<file path="config.mk">
export PLATFORM = sky130hd
export DESIGN_NAME = calypto_mem_mp_pm
export DESIGN_NICKNAME = d
export VERILOG_FILES = /design/src/rtl/calypto_mem_mp_pm.sv
export SDC_FILE = /design/constraint.sdc
export NUM_CORES = 1
export LEC_CHECK = 0
export CAP_MARGIN = 10
export CORE_UTILIZATION = 38
export DETAILED_ROUTE_END_ITERATION = 7
export SYNTH_ARGS = -nofsm -noshare
export SYNTH_HDL_FRONTEND = slang
export SYNTH_SLANG_ARGS = --single-unit
export TNS_END_PERCENT = 20
</file>
<file path="constraint.sdc">
create_clock -name clk -period 3.5 [get_ports clk]
set_input_delay 0.875 -clock clk [delete_from_list [all_inputs] [get_ports clk]]
set_output_delay 0.875 -clock clk [all_outputs]
set_load 0.02 [all_outputs]
</file>
<file path="src/rtl/calypto_mem_mp_pm.sv">
// Multi-port synchronous memory with bit write masks, per-bit write-write arbitration,
// 1- or 2-cycle read latency and an ACTIVE/LSLEEP/DSLEEP/SHUTDOWN/WAKE power-state FSM.
module calypto_mem_mp_pm #(
    parameter int AW         = 5,
    parameter int DW         = 8,
    parameter int NRP        = 2,
    parameter int NWP        = 2,
    parameter int WT         = 0,
    parameter int RD_LAT     = 1,
    parameter int WAKE_CYC   = 4,
    parameter int DS_SD_ZERO = 1
) (
    input  logic              clk,
    input  logic              rst,
    input  logic [NRP-1:0]    re,
    input  logic [NRP*AW-1:0] radr,
    output logic [NRP*DW-1:0] q,
    output logic [NRP-1:0]    qv,
    input  logic [NWP-1:0]    we,
    input  logic [NWP*AW-1:0] wadr,
    input  logic [NWP*DW-1:0] d,
    input  logic [NWP*DW-1:0] wm,
    input  logic              ls,
    input  logic              ds,
    input  logic              sd,
    output logic              rdy,
    output logic [NWP-1:0]    wconf,
    output logic              drop
);

    localparam int DEPTH = 1 << AW;
    localparam int CW    = (WAKE_CYC > 1) ? $clog2(WAKE_CYC) : 1;
    localparam logic [CW-1:0] WAKE_LOAD = CW'(WAKE_CYC - 1);

    typedef enum logic [2:0] {
        ST_ACTIVE,
        ST_LSLEEP,
        ST_DSLEEP,
        ST_SHUTDOWN,
        ST_WAKE
    } state_e;

    state_e         state_q, state_d;
    logic [CW-1:0]  cnt_q, cnt_d;
    logic           acc_en;
    logic           keep_valid;
    logic           dark;
    logic           enter_sd;

    // Flattened ports viewed as per-port packed elements (same bit layout).
    logic [NWP-1:0][AW-1:0] wa;
    logic [NWP-1:0][DW-1:0] wd;
    logic [NWP-1:0][DW-1:0] wmk;
    logic [NRP-1:0][AW-1:0] ra;

    assign wa  = wadr;
    assign wd  = d;
    assign wmk = wm;
    assign ra  = radr;

    // ---------------- power-state FSM ----------------
    always_ff @(posedge clk) begin
        if (rst) begin
            state_q <= ST_ACTIVE;
            cnt_q   <= '0;
        end else begin
            state_q <= state_d;
            cnt_q   <= cnt_d;
        end
    end

    always_comb begin
        state_d = state_q;
        cnt_d   = cnt_q;
        case (state_q)
            ST_ACTIVE: begin
                if (sd)      state_d = ST_SHUTDOWN;
                else if (ds) state_d = ST_DSLEEP;
                else if (ls) state_d = ST_LSLEEP;
            end
            ST_LSLEEP: begin
                if (sd)       state_d = ST_SHUTDOWN;
                else if (ds)  state_d = ST_DSLEEP;
                else if (!ls) state_d = ST_ACTIVE;
            end
            ST_DSLEEP: begin
                if (sd) begin
                    state_d = ST_SHUTDOWN;
                end else if (!ds) begin
                    state_d = ST_WAKE;
                    cnt_d   = WAKE_LOAD;
                end
            end
            ST_SHUTDOWN: begin
                if (!sd) begin
                    if (ds) begin
                        state_d = ST_DSLEEP;
                    end else begin
                        state_d = ST_WAKE;
                        cnt_d   = WAKE_LOAD;
                    end
                end
            end
            ST_WAKE: begin
                if (sd) begin
                    state_d = ST_SHUTDOWN;
                    cnt_d   = '0;
                end else if (ds) begin
                    state_d = ST_DSLEEP;
                    cnt_d   = '0;
                end else if (cnt_q == '0) begin
                    state_d = ST_ACTIVE;
                end else begin
                    cnt_d = cnt_q - 1'b1;
                end
            end
            default: state_d = ST_ACTIVE;
        endcase
    end

    always_comb begin
        rdy        = (state_q == ST_ACTIVE);
        acc_en     = rdy && !rst;
        // Read data is only ever delivered into an ACTIVE cycle; anything that would land later is flushed.
        keep_valid = (state_d == ST_ACTIVE) && !rst;
        dark       = (state_q == ST_DSLEEP) || (state_q == ST_SHUTDOWN) || (state_q == ST_WAKE);
        enter_sd   = (state_d == ST_SHUTDOWN) && (state_q != ST_SHUTDOWN) && !rst;
    end

    // ---------------- write arbitration ----------------
    logic [DEPTH-1:0][DW-1:0] mem;
    logic [NWP-1:0][DW-1:0]   wen;
    logic [NWP-1:0][DW-1:0]   wword;
    logic [NWP-1:0]           wconf_d;

    // NOTE: combinational blocks use blocking '=' so later statements see the updated value;
    // clocked blocks use '<=' only.
    always_comb begin
        logic [DW-1:0] claimed;
        logic [DW-1:0] w;
        for (int p = 0; p < NWP; p++) begin
            wen[p] = (acc_en && we[p]) ? ~wmk[p] : '0;
        end
        for (int p = 0; p < NWP; p++) begin
            claimed = '0;
            for (int j = 0; j < p; j++) begin
                if (wa[j] == wa[p]) claimed = claimed | wen[j];
            end
            wconf_d[p] = |(wen[p] & claimed);
            // Apply ports highest index first so the lowest index owns any overlapping bit.
            w = mem[wa[p]];
            for (int j = NWP - 1; j >= 0; j--) begin
                if (wa[j] == wa[p]) w = (w & ~wen[j]) | (wd[j] & wen[j]);
            end
            wword[p] = w;
        end
    end

    // NOTE: the storage array has no reset; contents survive rst by design.
    for (genvar a = 0; a < DEPTH; a++) begin : g_word
        logic [DW-1:0] word_q;
        logic          hit;
        logic [DW-1:0] nxt;

        always_comb begin
            hit = 1'b0;
            nxt = word_q;
            for (int p = 0; p < NWP; p++) begin
                if ((|wen[p]) && (wa[p] == AW'(a))) begin
                    hit = 1'b1;
                    nxt = wword[p];
                end
            end
        end

        always_ff @(posedge clk) begin
            if (enter_sd)  word_q <= 'x;
            else if (hit)  word_q <= nxt;
        end

        assign mem[a] = word_q;
    end

    // ---------------- read path ----------------
    logic [NRP-1:0][DW-1:0] rword;

    always_comb begin
        logic [DW-1:0] w;
        for (int i = 0; i < NRP; i++) begin
            w = mem[ra[i]];
            if (WT != 0) begin
                for (int j = NWP - 1; j >= 0; j--) begin
                    if (wa[j] == ra[i]) w = (w & ~wen[j]) | (wd[j] & wen[j]);
                end
            end
            rword[i] = w;
        end
    end

    logic [NRP-1:0]         v1_q;
    logic [NRP-1:0][DW-1:0] q1_q;
    logic [NRP-1:0]         v_out;
    logic [NRP-1:0][DW-1:0] q_out;

    always_ff @(posedge clk) begin
        if (rst) begin
            v1_q <= '0;
            q1_q <= '0;
        end else begin
            for (int i = 0; i < NRP; i++) begin
                v1_q[i] <= acc_en && re[i] && keep_valid;
                if (acc_en && re[i] && keep_valid) q1_q[i] <= rword[i];
            end
        end
    end

    if (RD_LAT == 2) begin : g_lat2
        logic [NRP-1:0]         v2_q;
        logic [NRP-1:0][DW-1:0] q2_q;

        always_ff @(posedge clk) begin
            if (rst) begin
                v2_q <= '0;
                q2_q <= '0;
            end else begin
                for (int i = 0; i < NRP; i++) begin
                    v2_q[i] <= v1_q[i] && keep_valid;
                    if (v1_q[i] && keep_valid) q2_q[i] <= q1_q[i];
                end
            end
        end

        assign v_out = v2_q;
        assign q_out = q2_q;
    end else begin : g_lat1
        assign v_out = v1_q;
        assign q_out = q1_q;
    end

    assign qv = v_out;
    assign q  = dark ? ((DS_SD_ZERO != 0) ? '0 : 'x) : q_out;

    // ---------------- status pulses ----------------
    logic [NWP-1:0] wconf_q;
    logic           drop_q;

    always_ff @(posedge clk) begin
        if (rst) begin
            wconf_q <= '0;
            drop_q  <= 1'b0;
        end else begin
            wconf_q <= wconf_d;
            drop_q  <= !rdy && ((|re) || (|we));
        end
    end

    assign wconf = wconf_q;
    assign drop  = drop_q;

endmodule

</file>
# Word-level counts from Yosys, hierarchy flattened

Cells that the tools add are included.

Flip-flop bits (word level): 282
Input port bits: 61
Output and inout bits: 22

$add $sub $neg: 1
Magnitude comparators: 4
Equal/unequal tests: 73
Mux-type cells: 226
Bitwise operators: 15
Reduce and logical (&&, ||, !) cells: 189

Operator list:

| cell               | count |
|---|---|
| $mux 8             | 137 |
| $bmux 8 s5         | 4 |
| $eq 5x5->1 const B | 32 |
| $reduce_bool 3->1  | 32 |
| $eq 5x4->1 const B | 16 |
| $logic_and 1x1->1  | 75 |
| $reduce_bool 2->1  | 33 |
| $mux 1             | 64 |
| $reduce_and 2->1   | 32 |
| $and 8x8->8        | 7 |
| $eq 5x3->1 const B | 8 |
| $mux 3             | 13 |
| $not 8->8          | 4 |
| $or 8x8->8         | 4 |
| $lt 5x6->1 const B | 4 |
| $reduce_or 8->1    | 3 |
| $eq 5x2->1 const B | 4 |
| $mux 16            | 1 |
| $pmux 3 s5         | 1 |
| $eq 5x1->1 const B | 2 |
| $eq 5x5->1         | 2 |
| $logic_not 5->1    | 2 |
| $mux 2             | 5 |
| $eq 3x2->1 const B | 3 |
| 13 further kinds   | 20 |

# Depth between registers and ports, before layout

Depth in word-level cells: 14
Depth in mapped cells: 12

# Least setup slack after synthesis

Ideal clock, no wire load.

Path kind: in2reg
Start: in wadr[5]
End: reg g_word[14].word_q[4] (data pin)
Library setup time: 280 ps
Data arrival time: 2995 ps
Path slack: 226 ps
Stages: 9
Path buffers: 3
Path through: buf_2 -> buf_2 -> mux4_2 -> a22o_1 -> a211oi_1 -> a2111oi_2 -> a311oi_4 -> buf_4 -> mux2i_1

Word-level cells in the longest chain between the ends: 10
Elaborated cells on any way between the ends: 18

Ends and longest elaborated chain:

| what                         | line | source |
|---|---|---|
| from (decl)                  | 20   | `input logic [NWP*AW-1:0] wadr,` |
| $bmux 8 s5                   | 151  | `w = mem[wa[p]];` |
| $mux 8 (not written as such) | 151  |  |
| $and 8x8->8                  | 153  | `if (wa[j] == wa[p]) w = (w & ~wen[j]) \| (wd[j] & wen[j]);` |
| $or 8x8->8                   | 153  |  |
| $and 8x8->8                  | 153  |  |
| $or 8x8->8                   | 153  |  |
| $mux 8                       | 153  |  |
| $mux 8 *                     | 169  | `if ((\|wen[p]) && (wa[p] == AW'(a))) begin` |
| via g_word[14].nxt[4]        | 163  | `logic [DW-1:0] nxt;` |
| $mux 8 *                     | 178  | `else if (hit) word_q <= nxt;` |
| $mux 8 *                     | 177  | `if (enter_sd) word_q <= 'x;` |
| to (signal assigned)         | 178  |  |
| to (decl)                    | 161  | `logic [DW-1:0] word_q;` |

The timed path passes the listed nets; every way through them passes the cells marked *. The select of a mux whose other input is x is not followed.
A chain may end at the register's enable or synchronous reset.

# Worst setup path after layout

Start: in wadr[3]
End: reg g_word[30].word_q[3] (data pin)

Word-level cells in the longest chain between the ends: 11
Elaborated cells on any way between the ends: 14

Ends and longest elaborated chain:

| what                         | line |
|---|---|
| $bmux 8 s5                   | 151 |
| $mux 8 (not written as such) | 151 |
| $and 8x8->8                  | 153 |
| $or 8x8->8                   | 153 |
| $mux 8                       | 153 |
| $and 8x8->8                  | 153 |
| $or 8x8->8                   | 153 |
| $mux 8                       | 169 |
| $mux 8 *                     | 169 |
| via g_word[30].nxt[3]        | 163 |
| $mux 8 *                     | 178 |
| $mux 8 *                     | 177 |
| to (signal assigned)         | 178 |
| to (decl)                    | 161 |

Marked as above.

==> run_results.csv <==
group,metric,value,unit
detailed_routing,routed-via-count,19000,
timing,tightest_slew,0.951,ns
setup_path,crit_fanout,17,
setup_path,endpoint_kind,"flip-flop",
clock_tree,clk_pin_slew,0.06,ns
synthesis,synth_top_area_cell,"edfxtp_1",
global_routing,antenna_found_initial,2,
timing,whs,0.603,ns
setup_path,cpLargestDelayFamily,"buffers and inverters",
global_routing,grt_pass1_wl,139,mm
die,die_area,58300,µm²
synthesis,synth_edf_count,256,
timing,maxSlewViolCount,0,
timing,finalSetupViolCount,0,
power_and_ir_drop,swShare,0.329,
setup_path,worstPathCellList,"clkdlybuf4s50_1 -> buf_12 -> nor2b_1 -> buf_4 -> a22o_1 -> a211oi_1 -> buf_4 -> a2111oi_2 -> buf_4 -> nor3_1 -> a21oi_1",
timing,rsz0062_at_grt,"no",
clock_tree,htreeDepth,2,
placed_design,dp_hpwl,75.5,mm
clock_tree,holdBufCountCts,0,
clock_tree,clk_path_buf_depth,3,
clock_tree,root_buffer,"clkbuf_16",
die,core,56500,µm²
clock_tree,cts-resized-gates,0,
cells_and_area,drive_gt1_frac,0.363,
cells_and_area,diodes,0,
synthesis,synthTopCellsByArea,"edfxtp_1, mux4_2, mux2i_1",
cells_and_area,nets,2104,
synthesis,synth-seq-cells,281,
global_routing,track_usage,0.349,
synthesis,yosysMostFrequentCell,"edfxtp_1",
die,row_count,87,
clock_tree,cts.sinks,281,
synthesis,syn-num-nets,1802,
setup_path,crit_top_cell,"buf_4",
detailed_routing,dr.pass1.iters,5,
setup_path,critPathKind,"primary input to flip-flop",
timing,timing.final.crit_period,3.36,ns
timing,worst_clock_skew,0.0352,ns
power_and_ir_drop,clkPwrFrac,0.311,
outcome,status,"finished clean",
setup_path,cpPeakStageDelay,0.69,ns
synthesis,synth_top_area_frac,0.353,
placed_design,io_buffers,81,
cells_and_area,postLayoutCoreUtil,0.483,
placed_design,routabilityCongestion,1.02,
synthesis,synthArstFlopShare,0,
setup_path,slowest_stage,"a2111oi_2",
worst_hold_path,min_path_type,"flip-flop to flip-flop",
synthesis,ys_seq_area_frac,0.376,
synthesis,ys_top_cells_by_count,"edfxtp_1, mux4_2, mux2i_1",
power_and_ir_drop,power_frac_seq,0.388,
timing,finalCritPeriodShare,0.961,
placed_design,postPlaceCellArea,26300,µm²
detailed_routing,wl_per_cell,35.8,µm
die,die_h,241,µm
global_routing,grt_max_degree,36,
cells_and_area,stdcell_area,27300,µm²
setup_path,cp.depth,11,
run,max-cap-violations,0,
setup_path,critical_path.startpoint,"wadr[3]",
power_and_ir_drop,combPwrFrac,0.301,
timing,fin_setup_tns,0,ns
clock_tree,cts_setup_buffers,0,
setup_path,path_buf_inv,5,
power_and_ir_drop,p_leak,9.65,nW
synthesis,yosysWarnings,0,
synthesis,netlist_instances,1740,
global_routing,first_global_vias,18100,
die,start_util,0.385,
setup_path,rr_startpoint,"state_q[2]",
clock_tree,cts_tree,"yes",
cells_and_area,area_growth,25.4,%
synthesis,syn_area,21800,µm²
setup_path,crit_required,3.92,ns
power_and_ir_drop,cell_internal_pwr,7.47,mW
timing,hold_viol_final,0,
clock_tree,cts_inserted_buffers,34,
setup_path,start_kind,"primary input",
timing,fmax,297,MHz
synthesis,ys_types,86,
setup_path,rrSetupSlack,0.60,ns
setup_path,crit_arrival,3.79,ns
global_routing,grt_overflow_total,0,
detailed_routing,routed_wl,101,mm
clock_tree,clk_latency,0.57,ns
setup_path,r2r_cells,8,
synthesis,ys.flop_type,"edfxtp_1",
die,io_pins,83,
setup_path,worstSetupEndpoint,"g_word[30].word_q[3]",
timing,relSlewSlack,0.366,
die,fp.dieW,241,µm
detailed_routing,ant_nets,0,
power_and_ir_drop,p_switching,3.66,mW
synthesis,avgSynthCellArea,12.5,µm²
detailed_routing,drtIter0Drc,2564,
setup_path,rr_endpoint,"g_word[7].word_q[3]",
detailed_routing,post-route-drc-count,0,
detailed_routing,routed_via_density,6.73,
power_and_ir_drop,vdd_ir_drop_max,0.000269,V
power_and_ir_drop,powerDensity,408,nW/µm²
-- logic make-up (layout without fill, tap and decap cells) --
kind of cell / after synthesis / after routing / synth area share
compound gates: 368 / 368 / 0.112
xor+xnor: 5 / 5 / 0.00270
fa+ha+maj: 2 / 2 / 0.00103
buf+inv: 218 / 546 / 0.0519
flops: 281 / 281 / 0.376
mux: 475 / 475 / 0.353
other cells: 1 / 1 / 0.000172
simple gates: 390 / 390 / 0.103
-- per-stage QoR --
| stage | power (mW) | instances | worst slack, ns |
|---|---|---|---|
| floorplan | 6.02 | 1740 | 0.226 |
| global placement | 7.57 | 2762 | -0.301 |
| detailed placement | 7.62 | 2762 | -0.323 |
| CTS | 11.1 | 2824 | 0.0589 |
| global route | 11.4 | 2824 | 0.0537 |
| finish | 11.1 | 2824 | 0.135 |
-- state kept, by name (all words and copies together), names as in the netlist --
name           flops
cnt_q              2
drop               1
g_word.word_q    256
q1_q              16
qv                 2
state_q            3
wconf              1
-- how the worst min path moves through the flow --
stage	startpoint	endpoint	slack (ns)	cells after the start
6_report	cnt_q[1]	cnt_q[1]	0.60	4
5_1_grt	cnt_q[1]	cnt_q[1]	0.66	4
4_1_cts	cnt_q[1]	cnt_q[1]	0.60	4
3_5_place_dp	cnt_q[0]	cnt_q[0]	0.59	2
3_3_place_gp	cnt_q[0]	cnt_q[0]	0.56	2
2_1_floorplan	cnt_q[0]	cnt_q[0]	0.54	2
-- per-layer routing --
| layer | GRT usage | vias to the layer above | part of all wire |
|---|---|---|---|
| met4 | 0.176 | 4 | 0.058 |
| met5 | 0 | - | 0.00023 |
| met2 | 0.511 | 1436 | 0.43 |
| met1 | 0.463 | 9591 | 0.38 |
| met3 | 0.110 | 279 | 0.13 |
| li1 | - | 7685 | - |
-- tightest hold or removal path, delay by kind of cell, from the launching register on --
family / cells / cell delay (ns)
DFF: 1 / 0.29
AOI/OAI and AO/OA: 2 / 0.16
buffers and inverters: 1 / 0.06
and+or+nand+nor: 1 / 0.05
-- cell type report --
| type | count | area (µm²) |
|---|---|---|
| Tap cell | 756 | 946 |
| Clock buffer | 41 | 898 |
| Sequential cell | 281 | 8190 |
| Clock inverter | 21 | 148 |
| Multi-Input combinational cell | 1241 | 12500 |
| Fill cell | 5003 | 29200 |
| Timing Repair Buffer | 474 | 4540 |
| Inverter | 10 | 37.5 |
-- cells in the final DEF, fill, tap and decap left out, types with 8 or more instances in the layout --
cell type        synthesis  layout
nor2b_1                 41      41
mux2_2                  17      17
nor3_1                  73      73
and2_1                  29      29
buf_4                   25     334
a22oi_1                 16      16
clkbuf_16                0      35
nor4_1                  10       8
a221o_1                 16      16
mux4_2                 232     232
o21ai_0                 99      99
dfxtp_1                 25      24
clkdlybuf4s50_1          0      71
a211oi_1                30      30
or2_2                   10      10
nor2_1                  52      52
a21oi_1                 96      96
inv_1                   10      10
o21ai_1                 11      11
nor3b_1                 22      22
o221ai_1                13      13
nand3_1                 12      12
o22ai_1                 14      13
and3_1                  19      19
buf_12                   0      65
nand2b_1                 9       9
clkinv_1                 0       8
a22o_1                  12      12
mux2i_1                226     226
nand2_1                 58      58
o211ai_1                11      11
edfxtp_1               256     256
-- power by group through the flow --
stage	clock network (mW)	logic, mW	registers (mW)
detailed placement	0	3.24	4.37
global placement	0	3.22	4.36
finish	3.46	3.34	4.32
global route	3.60	3.43	4.34
floorplan	0	1.78	4.25
CTS	3.49	3.26	4.30
(Power assumes the default switching activity.)
